[src/rtl/bw_io_ddr_vref_code_ctl.sv]
// DDR pad Vref select code controller.
// Slews the live 7-bit Vref code one LSB per STEP_DIV cycles toward a loaded
// target. After the final step it waits SETTLE_CYC cycles, then pulses done.
module bw_io_ddr_vref_code_ctl #(
  parameter int unsigned STEP_DIV   = 16,
  parameter int unsigned SETTLE_CYC = 64,
  parameter logic [6:0]  RESET_CODE = 7'h40
) (
  input  logic       clk,
  input  logic       rst_l,
  input  logic       ld_en,
  input  logic [6:0] ld_code,
  input  logic       hold,
  output logic [7:1] code,
  output logic       busy,
  output logic       done
);

  localparam int unsigned DIV_W = $clog2(STEP_DIV);
  localparam int unsigned SET_W = $clog2(SETTLE_CYC + 1);
  localparam logic [DIV_W-1:0] DIV_LAST = DIV_W'(STEP_DIV - 1);
  localparam logic [SET_W-1:0] SET_LAST = SET_W'(SETTLE_CYC - 1);

  localparam logic [1:0] ST_IDLE   = 2'd0;
  localparam logic [1:0] ST_RAMP   = 2'd1;
  localparam logic [1:0] ST_SETTLE = 2'd2;

  logic [1:0]       state_q, state_d;
  logic [6:0]       code_q, code_d;
  logic [6:0]       tgt_q, tgt_d;
  logic [DIV_W-1:0] div_q, div_d;
  logic [SET_W-1:0] set_q, set_d;
  logic             busy_q, busy_d;
  logic             done_q, done_d;

  assign code = code_q;
  assign busy = busy_q;
  assign done = done_q;

  // Next-state, step and settle counting.
  always_comb begin
    state_d = state_q;
    code_d  = code_q;
    tgt_d   = tgt_q;
    div_d   = div_q;
    set_d   = set_q;
    done_d  = 1'b0;

    case (state_q)
      ST_IDLE: begin
        if (ld_en) begin
          if (ld_code == code_q) begin
            done_d = 1'b1;
          end else begin
            tgt_d   = ld_code;
            div_d   = '0;
            state_d = ST_RAMP;
          end
        end
      end

      ST_RAMP: begin
        // A step on the same edge as a load still heads toward the old target;
        // the arrival check then uses whichever target will be current next.
        if (!hold) begin
          if (div_q == DIV_LAST) begin
            div_d = '0;
            if (tgt_q > code_q) begin
              code_d = code_q + 7'd1;
            end else if (tgt_q < code_q) begin
              code_d = code_q - 7'd1;
            end
          end else begin
            div_d = div_q + 1'b1;
          end
        end
        if (ld_en) begin
          tgt_d = ld_code;
        end
        if (code_d == tgt_d) begin
          state_d = ST_SETTLE;
          set_d   = '0;
        end
      end

      ST_SETTLE: begin
        if (ld_en) begin
          tgt_d = ld_code;
          set_d = '0;
          if (ld_code != code_q) begin
            div_d   = '0;
            state_d = ST_RAMP;
          end
        end else if (!hold) begin
          if (set_q == SET_LAST) begin
            set_d   = '0;
            done_d  = 1'b1;
            state_d = ST_IDLE;
          end else begin
            set_d = set_q + 1'b1;
          end
        end
      end

      default: begin
        state_d = ST_IDLE;
      end
    endcase

    busy_d = (state_d != ST_IDLE);
  end

  // State and output registers with asynchronous active-low reset.
  always_ff @(posedge clk or negedge rst_l) begin
    if (!rst_l) begin
      state_q <= ST_IDLE;
      code_q  <= RESET_CODE;
      tgt_q   <= RESET_CODE;
      div_q   <= '0;
      set_q   <= '0;
      busy_q  <= 1'b0;
      done_q  <= 1'b0;
    end else begin
      state_q <= state_d;
      code_q  <= code_d;
      tgt_q   <= tgt_d;
      div_q   <= div_d;
      set_q   <= set_d;
      busy_q  <= busy_d;
      done_q  <= done_d;
    end
  end

endmodule

[config.mk]
export PLATFORM = sky130hd
export DESIGN_NAME = bw_io_ddr_vref_code_ctl
export DESIGN_NICKNAME = d
export VERILOG_FILES = /design/src/rtl/bw_io_ddr_vref_code_ctl.sv
export SDC_FILE = /design/constraint.sdc
export NUM_CORES = 1
export LEC_CHECK = 0
export ABC_CLOCK_PERIOD_IN_PS = 3600
export BUFFER_PORTS_ARGS = -buffer_cell sky130_fd_sc_hd__buf_2
export CAP_MARGIN = 10
export CORE_ASPECT_RATIO = 1.4
export CORE_MARGIN = 4
export CORE_UTILIZATION = 45
export CTS_CLUSTER_DIAMETER = 150
export DETAILED_ROUTE_END_ITERATION = 7
export PLACE_DENSITY_LB_ADDON = 0.2
export SETUP_SLACK_MARGIN = 0.5
export SLEW_MARGIN = 30
export SYNTH_ARGS = -nofsm -noshare
export SYNTH_HDL_FRONTEND = slang
export SYNTH_SLANG_ARGS = --single-unit
[constraint.sdc]
create_clock -name clk -period 3.6 [get_ports clk]
set_clock_uncertainty 0.2 [all_clocks]
set_input_delay 1.08 -clock clk [delete_from_list [all_inputs] [get_ports clk]]
set_output_delay 1.08 -clock clk [all_outputs]
set_load 0.02 [all_outputs]
* Word level (Yosys, flattened, before mapping)
Index checks and enable logic that the tools add are counted.
** Cells by class
- $add $sub $neg :: 4
- Order comparisons :: 2
- Equal/unequal tests :: 14
- Muxes and demuxes :: 36
- Reduce and logical (&&, ||, !) cells :: 7
** Operators with widths (number)
- 7-bit 2-to-1 mux :: 13
- 4-bit 2-to-1 mux :: 6
- 7-bit one-hot mux with 3 select lines :: 1
- 7-bit by 1-bit adder with 7-bit output (second input constant) :: 2
- 7-bit equality test :: 2
- 2-bit 2-to-1 mux :: 7
- 7-bit one-hot mux with 2 select lines :: 1
- 2-bit != test (second input constant) :: 6
- 4-bit one-hot mux with 3 select lines :: 1
- 7-bit by 6-bit equality test with 1-bit output (second input constant) :: 1
- 7-bit > comparator :: 1
- 7-bit < comparator :: 1
- 7-bit != test :: 1
- 7-bit by 1-bit subtractor with 7-bit output (second input constant) :: 1
- 2-bit one-hot mux with 3 select lines :: 1
- 3-bit AND reduction :: 2
- 6-bit AND reduction :: 1
- 1-bit 2-to-1 mux :: 5
- 4-bit by 1-bit adder with 4-bit output (second input constant) :: 1
- 4-bit equality test (second input constant) :: 1
- 2-bit nonzero test :: 2
- 3-bit != test (second input constant) :: 1
- 3-bit nonzero test :: 1
- 2-bit by 1-bit equality test with 1-bit output (second input constant) :: 1
- 3 further kinds :: 3
** Word-level totals
- Register bits :: 29
- Output and inout bits :: 9

* Depth between registers and ports, before layout
Gate-level depths: netlist of run 1.
- Depth after elaboration :: 10
- Mapped depth :: 12
- Depth with buffers taken out :: 11

* Worst setup path before layout of run 1
OpenSTA, ideal clock, no wires.
- Path kind :: input to register
- Start point :: input hold
- End point :: register set_q[3]
- Data arrival time :: 3040 ps
- Required time :: 3281 ps
- Slack :: 242 ps
- Cell stages on the path :: 10
- Path buffers :: 1
- Cell sequence :: buf_6 > and4b_2 > nand3_1 > or4_1 > o31a_1 > xnor2_1 > nand3b_1 > o31a_4 > o21ai_1 > a21bo_1
** Between the ends
- Longest elaborated chain between the ends :: 5
- Elaborated cells on any way between the ends :: 6
** Ends and longest elaborated chain
- start: declaration :: line 13 : input logic hold,
- 7-bit 2-to-1 mux :: line 65 : if (!hold) begin
- 7-bit 2-to-1 mux :: line 49 : case (state_q)
- 7-bit equality test :: line 80 : if (code_d == tgt_d) begin
- 2-bit != test (no line)
- 3-bit AND reduction (no line) (*)
- end signal: assignment :: line 128 : set_q <= set_d;
- end: declaration :: line 32 : logic [SET_W-1:0] set_q, set_d;
Every way passes the cells marked *; elsewhere a longest branch is shown, timed or not. The select of a mux whose other input is x is not followed.
A chain may end at the register's enable or synchronous reset.

* Final worst setup path of run 1
- Start point :: register code_q[6] (netlist: code[7])
- End point :: register set_q[3]
** Between the ends
- Longest elaborated chain between the ends :: 9
- Elaborated cells on any way between the ends :: 12
** Ends and longest elaborated chain
- start: declaration :: line 29 : logic [6:0] code_q, code_d;
- start signal: assignment :: line 125 : code_q <= code_d;
- 7-bit by 1-bit subtractor with 7-bit output / 7-bit < comparator (equally long branches) :: line 71, 70
- 7-bit 2-to-1 mux :: line 70 : end else if (tgt_q < code_q) begin
- 7-bit 2-to-1 mux :: line 68 : if (tgt_q > code_q) begin
- 7-bit 2-to-1 mux :: line 66 : if (div_q == DIV_LAST) begin
- 7-bit 2-to-1 mux (*) :: line 65
- 7-bit 2-to-1 mux (*) :: line 49
- 7-bit equality test (*) :: line 80
- 2-bit != test (no line) (*)
- 3-bit AND reduction (no line) (*)
Marks and branches as above.

==> insert_results.sql, run 1 <==
INSERT INTO impl_metrics (metric_group, metric, value, unit) VALUES
('timing', 'rsz0062_at_grt', 'yes', ''),
('global_routing', 'grt_first_pass_wirelength', '8535', 'µm'),
('timing', 'tightestPinTransition', '681.7', 'ps'),
('clock_network', 'clock_tree.buffer_depth', '2', ''),
('worst_hold_path', 'worstHoldPathCells', '1', ''),
('worst_hold_path', 'min_delay_worst_endpoint', 'div_q[3]', ''),
('timing', 'number_of_pins_with_negative_max_slew_slack_in_the_final_report', '0', ''),
('clock_network', 'cts_made_buffers', '5', ''),
('setup_path', 'worst_r2r_path_depth', '12', ''),
('place', 'buffer_ports.inserted', '19', ''),
('synth', 'synth-warning-count', '0', ''),
('die', 'fp.dieH', '90.96', 'µm'),
('detailed_routing', 'detail_route.wirelength', '5448', 'µm'),
('synth', 'synth_nets', '262', ''),
('setup_path', 'crit_type', 'reg2reg', ''),
('power_and_ir_drop', 'vdd_ir_max', '0.0002862', 'V'),
('die', 'core_area', '0.004644', 'mm²'),
('synth', 'synth_cells', '236', ''),
('setup_path', 'worstPathArrival', '3230', 'ps'),
('setup_path', 'cp_num_buf_inv', '2', ''),
('layout', 'drive_above_1_share', '32.51', '%'),
('layout', 'antenna-diode-count', '0', ''),
('clock_network', 'cts_tree', 'yes', ''),
('layout', 'multi_input_comb_area', '0.001495', 'mm²'),
('die', 'dieWidth', '67.26', 'µm'),
('detailed_routing', 'route.detailed.wl_per_inst', '15.79', 'µm'),
('synth', 'async_flop_share', '100.0', '%'),
('clock_network', 'latest_clock_arrival_within_the_worst_skew_pair', '290', 'ps'),
('setup_path', 'crit_path_max_incr_delay', '540', 'ps'),
('timing', 'timing.slew.headroom', '54.55', '%'),
('synth', 'yosys.area.top_type', 'dfrtp_1', ''),
('clock_network', 'cts.sinks', '29', ''),
('synth', 'synth.ff_latch_count', '29', ''),
('setup_path', 'crit_fanout', '7', ''),
('die', 'ios', '20', ''),
('die', 'fp-row-count', '29', ''),
('synth', 'post_synthesis_sequential_area_ratio', '32.92', '%'),
('timing', 'hold_viol', '0', ''),
('worst_hold_path', 'hp-start', 'div_q[3]', ''),
('synth', 'dominantRegCellSynth', 'dfrtp_1', ''),
('global_routing', 'grt_util_all_layers', '18.40', '%'),
('layout', 'final_core_utilization', '60.08', '%'),
('synth', 'yosysUniqueCellTypes', '57', ''),
('detailed_routing', 'avgViaCountPerCell', '5.522', ''),
('global_routing', 'grt_overflow_total', '0', ''),
('synth', 'synth_top_cell_area_share', '30.54', '%'),
('synth', 'synth_commonest_cells', 'dfrtp_1 (27), xnor2_1 (23), nand2_1 (22)', ''),
('setup_path', 'cpMaxStageDelayCell', 'dfstp_2', ''),
('clock_network', 'cts-htree-levels', '2', ''),
('timing', 'setup_viol_count_final', '0', ''),
('place', 'gp_routability_congestion', '0.8810', ''),
('layout', 'area.growth.synth_to_final', '26.13', '%'),
('timing', 'finalCriticalPeriod', '3257', 'ps'),
('global_routing', 'maximum_number_of_pins_on_one_net_before_global_route_repair', '30', ''),
('clock_network', 'clkSlewWorstSetupHoldPaths', '70', 'ps'),
('detailed_routing', 'ant_nets', '0', ''),
('outcome', 'outcome', 'finished, final reports clean', ''),
('power_and_ir_drop', 'static-leakage-power', '1.220', 'nW'),
('power_and_ir_drop', 'areal_power_density_over_the_cells', '480.2', 'mW/mm²'),
('setup_path', 'cp_cell_sequence', 'inv_2 -> ha_4 -> nand4_1 -> buf_4 -> o21ai_1 -> o21ai_4 -> nor4_2 -> a41oi_1 -> a211o_1 -> o31a_4 -> o21ai_2 -> a21bo_1', ''),
('setup_path', 'crit_family', 'compound AO/OA/AOI/OAI gates', ''),
('detailed_routing', 'drt_iter0_drc', '109', ''),
('setup_path', 'critical_path.reg2reg.startpoint', 'code[7]', ''),
('layout', 'nets_final', '308', ''),
('setup_path', 'endpoint_kind', 'flop', ''),
('timing', 'totalNegativeSetupSlack', '0', 'ps'),
('synth', 'syn-cell-area', '0.002212', 'mm²'),
('place', 'post-dp-hpwl', '3807', 'µm'),
('setup_path', 'worst_ep_required_time', '3570', 'ps'),
('synth', 'synth-edff-count', '0', ''),
('job', 'max_cap_violations', '0', '');
metrics by stage:
stage / hold slack, ps / setup slack (ps) / total power, W / area [µm²] / cells
floorplan: 259.4 / 247.7 / 0.0007903 / 2221 / 236
global placement: 294.1 / 69.67 / 0.0008943 / 2409 / 317
detailed placement: 300.1 / 44.39 / 0.0008976 / 2409 / 317
CTS: 319.9 / 372.1 / 0.001294 / 2668 / 339
global route: 349.6 / 228.3 / 0.001419 / 2790 / 345
finish: 317.2 / 342.5 / 0.001340 / 2790 / 345
sequential cells by signal, indices dropped and copies added, names as in the netlist:
| register | cells |
|---|---|
| state_q | 2 |
| busy | 1 |
| set_q | 7 |
| done | 1 |
| code | 7 |
| tgt_q | 7 |
| div_q | 4 |
cells by family (layout without fill, tap and decap cells):
family	after synthesis	count (layout)	share of synthesized area (%)
and+or+nand+nor	78	78	19.57
AOI/OAI and AO/OA	51	51	16.12
DFF	29	29	32.92
xor gates and xnor gates	26	26	10.29
buffers and inverters	19	66	3.903
muxes	18	18	8.711
adders and majority gates	15	15	8.484
cells in the final DEF (no fill, tap or decap), types with 7 or more instances in the layout:
cell type / netlist / layout
dfrtp_1: 27 / 26
buf_4: 1 / 25
xnor2_1: 23 / 23
nand2_1: 22 / 22
buf_2: 2 / 18
ha_1: 15 / 14
o21ai_0: 11 / 10
inv_1: 10 / 9
mux2i_1: 10 / 9
nor2_1: 7 / 7
mux2_2: 7 / 7
what timing repair did:
| item | CTS | global route |
|---|---|---|
| pin swaps | 8 | 11 |
| buffers inserted | 14 | 6 |
| hold endpoints to repair | 0 | 0 |
| hold buffers | 0 | 0 |
| setup endpoints to repair | 10 | 11 |
| resized for setup | 7 | 17 |
| gates cloned | 0 | 0 |
report_power, final:
group	leakage, nW	internal (W)	switching [W]
Clock	0.0585	0.000225	0.000129
Sequential	0.365	0.000385	0.0000570
Combinational	0.797	0.000254	0.000288
worst register-to-register path, stage by stage (launching register included):
cell,delay (ps)
dfstp_2,540
inv_2,50
ha_4,270
nand4_1,80
buf_4,180
o21ai_1,240
o21ai_4,120
nor4_2,320
a41oi_1,80
a211o_1,350
o31a_4,370
o21ai_2,130
a21bo_1,210
area by class of cell:
class	instances	area share (%)
well taps	62	2.780
clock inverters	1	1.076
multi-input cells	188	53.59
clock buffers	7	3.094
flip-flops and latches	29	26.14
inverters	10	1.345
repair buffers	48	11.97
metal layers:
layer  global-route usage, %  share of wire [%]  up-vias
met2                   32.90                 54       40
met1                   20.02                 40      918
met4                   9.475                2.4        0
met5                       0                  0        -
met3                   3.086                3.3       11
li1                        -                  -      936
worst max path at each step:
| stage | start | endpoint | slack (ps) | cells past startpoint |
|---|---|---|---|---|
| after floorplan | hold | set_q[3] | 250 | 10 |
| after global placement | hold | set_q[3] | 70 | 10 |
| after detailed placement | hold | set_q[3] | 40 | 10 |
| after CTS | code[7] | set_q[3] | 370 | 11 |
| after global routing | code[4] | set_q[3] | 230 | 12 |
| final | code[7] | set_q[3] | 340 | 12 |
Note: power is estimated with default switching activity, not from simulation.
==> run 2, diff against run 1 <==
REMOVE_ABC_BUFFERS = 1   (was not set)
==> run 2 against run 1 <==
Against the previous run: sequential power is essentially flat; final area shrank 1.6%; via count grew 1.2%; sequential cell count is the same; count of clock-buffer cells in the layout is the same; critical path depth shrank 2; routed wire length shrank 0.46%; power shrank 7.6%; combinational power shrank 1%; die area is the same; clock power shrank 27%; utilization shrank 0.97 points; critical endpoint unchanged; largest cell class unchanged; largest power group unchanged.
==> insert_results.sql, run 2 (synthesis results as in run 1) <==
INSERT INTO impl_metrics (metric_group, metric, value, unit) VALUES
('timing', 'number_of_pins_with_negative_max_slew_slack_in_the_final_report', '0', ''),
('detailed_routing', 'detail_route.wirelength', '5423', 'µm'),
('setup_path', 'startpoint_type', 'primary input', ''),
('clock_network', 'cts_made_buffers', '5', ''),
('detailed_routing', 'route.detailed.wl_per_inst', '15.81', 'µm'),
('power_and_ir_drop', 'cell_internal_pwr', '0.0007736', 'W'),
('global_routing', 'grt_overflow_total', '0', ''),
('detailed_routing', 'first_pass_iters', '4', ''),
('clock_network', 'cts.root.buffer_cell', 'clkbuf_8', ''),
('die', 'fp.dieH', '90.96', 'µm'),
('power_and_ir_drop', 'p_comb_share', '43.2', '%'),
('clock_network', 'cts_tree', 'yes', ''),
('global_routing', 'grt_first_pass_wirelength', '8914', 'µm'),
('timing', 'hold_viol', '0', ''),
('setup_path', 'endpoint_kind', 'flop', ''),
('clock_network', 'latest_clock_arrival_within_the_worst_skew_pair', '280', 'ps'),
('setup_path', 'worst_ep_required_time', '3570', 'ps'),
('layout', 'mostFrequentLayoutCells', 'dfrtp_1 (27), buf_4 (26), xnor2_1 (22), nand2_1 (22), buf_2 (17)', ''),
('global_routing', 'antenna_violations_before_repair', '0', ''),
('setup_path', 'crit_type', 'in2reg', ''),
('timing', 'timing.slew.headroom', '53.95', '%'),
('setup_path', 'crit_family', 'simple AND/OR/NAND/NOR gates', ''),
('setup_path', 'cp_num_buf_inv', '1', ''),
('setup_path', 'crit_path_max_incr_delay', '390', 'ps'),
('detailed_routing', 'drt_drc_violations_left', '0', ''),
('die', 'ios', '20', ''),
('timing', 'min_period_over_period', '88.99', '%'),
('setup_path', 'cp_cell_sequence', 'buf_6 -> and4b_2 -> nand3_2 -> or4_1 -> o31a_1 -> xnor2_2 -> nand3b_1 -> o31a_4 -> o21ai_2 -> a21bo_1', ''),
('setup_path', 'crit_fanout', '8', ''),
('place', 'buffer_ports.inserted', '19', ''),
('detailed_routing', 'routed-via-count', '1928', ''),
('power_and_ir_drop', 'power.clock.fraction', '20.9', '%'),
('global_routing', 'maximum_number_of_pins_on_one_net_before_global_route_repair', '30', ''),
('layout', 'final_core_utilization', '59.11', '%'),
('die', 'initial_utilization', '47.63', '%'),
('die', 'core_area', '0.004644', 'mm²'),
('place', 'gp_routability_congestion', '0.8703', ''),
('layout', 'leading_cell_type_in_the_layout_fill_and_taps_excluded', 'dfrtp_1', ''),
('clock_network', 'clkSlewWorstSetupHoldPaths', '60', 'ps'),
('layout', 'nets_final', '306', ''),
('power_and_ir_drop', 'power_switching', '0.0004639', 'W'),
('setup_path', 'cpMaxStageDelayCell', 'or4_1', ''),
('detailed_routing', 'ant_nets', '0', ''),
('outcome', 'outcome', 'finished, final reports clean', ''),
('power_and_ir_drop', 'sequentialPowerShare', '35.9', '%'),
('power_and_ir_drop', 'areal_power_density_over_the_cells', '450.8', 'mW/mm²'),
('power_and_ir_drop', 'power.share.switching', '37.49', '%'),
('place', 'post-dp-hpwl', '3931', 'µm'),
('global_routing', 'grt_util_all_layers', '19.08', '%'),
('timing', 'finalCriticalPeriod', '3204', 'ps'),
('layout', 'drive_above_1_share', '30.60', '%'),
('global_routing', 'grt_pass1_vias', '1906', ''),
('layout', 'antenna-diode-count', '0', ''),
('clock_network', 'cts.sinks', '29', ''),
('layout', 'area.growth.synth_to_final', '24.09', '%'),
('timing', 'setup_viol_count_final', '0', ''),
('die', 'die_area', '0.006118', 'mm²'),
('timing', 'rsz0062_at_grt', 'yes', ''),
('power_and_ir_drop', 'vdd_ir_max', '0.0002580', 'V'),
('timing', 'totalNegativeSetupSlack', '0', 'ps'),
('setup_path', 'worstPathArrival', '3170', 'ps'),
('timing', 'max_freq', '0.3121', 'GHz'),
('detailed_routing', 'avgViaCountPerCell', '5.621', ''),
('detailed_routing', 'drt_iter0_drc', '102', ''),
('clock_network', 'cts-htree-levels', '2', ''),
('job', 'max_cap_violations', '0', ''),
('clock_network', 'clock_tree.buffer_depth', '2', ''),
('power_and_ir_drop', 'static-leakage-power', '1.206', 'nW'),
('worst_hold_path', 'min-delay-path-class', 'reg2reg', ''),
('die', 'fp-row-count', '29', ''),
('timing', 'tightestPinTransition', '690.7', 'ps'),
('die', 'dieWidth', '67.26', 'µm');
run 2: cell type report:
type	count	area, µm²
fill	425	1899
multi-input combinational	188	1498
sequential	29	728.2
timing repair buffer	46	322.8
tap	62	77.57
clock buffer	7	76.32
inverter	10	37.54
clock inverter	1	5.005
run 2: what timing repair did:
item,4_1_cts,5_1_grt
pin swaps,7,14
setup endpoints to repair,10,10
hold buffers,0,0
resized for setup,11,11
setup buffers,8,5
run 2: layer usage:
layer	up-vias	part of all wire (%)	GRT usage [%]
met3	8	3.4	4.074
met5	-	0	0
met4	0	2.0	5.415
met2	47	53	33.72
li1	927	-	-
met1	946	42	22.59
run 2: worst paths after layout:
check | from | to | slack [ps] | depth (start not counted)
setup / recovery | hold | set_q[3] | 400 | 10
hold / removal | set_q[5] | set_q[5] | 310 | 1
setup reg to reg | code[7] | set_q[3] | 450 | 13
hold reg to reg | set_q[5] | set_q[5] | 310 | 1
max in group asynchronous | rst_l | set_q[3] | 2110 | 1
min in group asynchronous | rst_l | code[2] | 640 | 1
run 2: power by group through the flow:
stage / Sequential (W) / Combinational [W] / Clock [W]
after floorplan: 0.000438 / 0.000340 / 0
after global placement: 0.000445 / 0.000453 / 0
after detailed placement: 0.000446 / 0.000459 / 0
after CTS: 0.000443 / 0.000506 / 0.000266
after global routing: 0.000452 / 0.000594 / 0.000287
final: 0.000444 / 0.000535 / 0.000258
run 2: metrics by stage:
step | std cells | setup WS, ps | area [µm²] | power, W | hold WS, ps
2_1_floorplan | 227 | 347.3 | 2163 | 0.0007789 | 259.4
3_3_place_gp | 322 | 113.1 | 2454 | 0.0008978 | 292.9
3_5_place_dp | 322 | 63.80 | 2454 | 0.0009056 | 298.8
4_1_cts | 338 | 419.6 | 2659 | 0.001214 | 311.5
5_1_grt | 343 | 326.3 | 2745 | 0.001333 | 356.3
6_report | 343 | 396.3 | 2745 | 0.001237 | 311.3
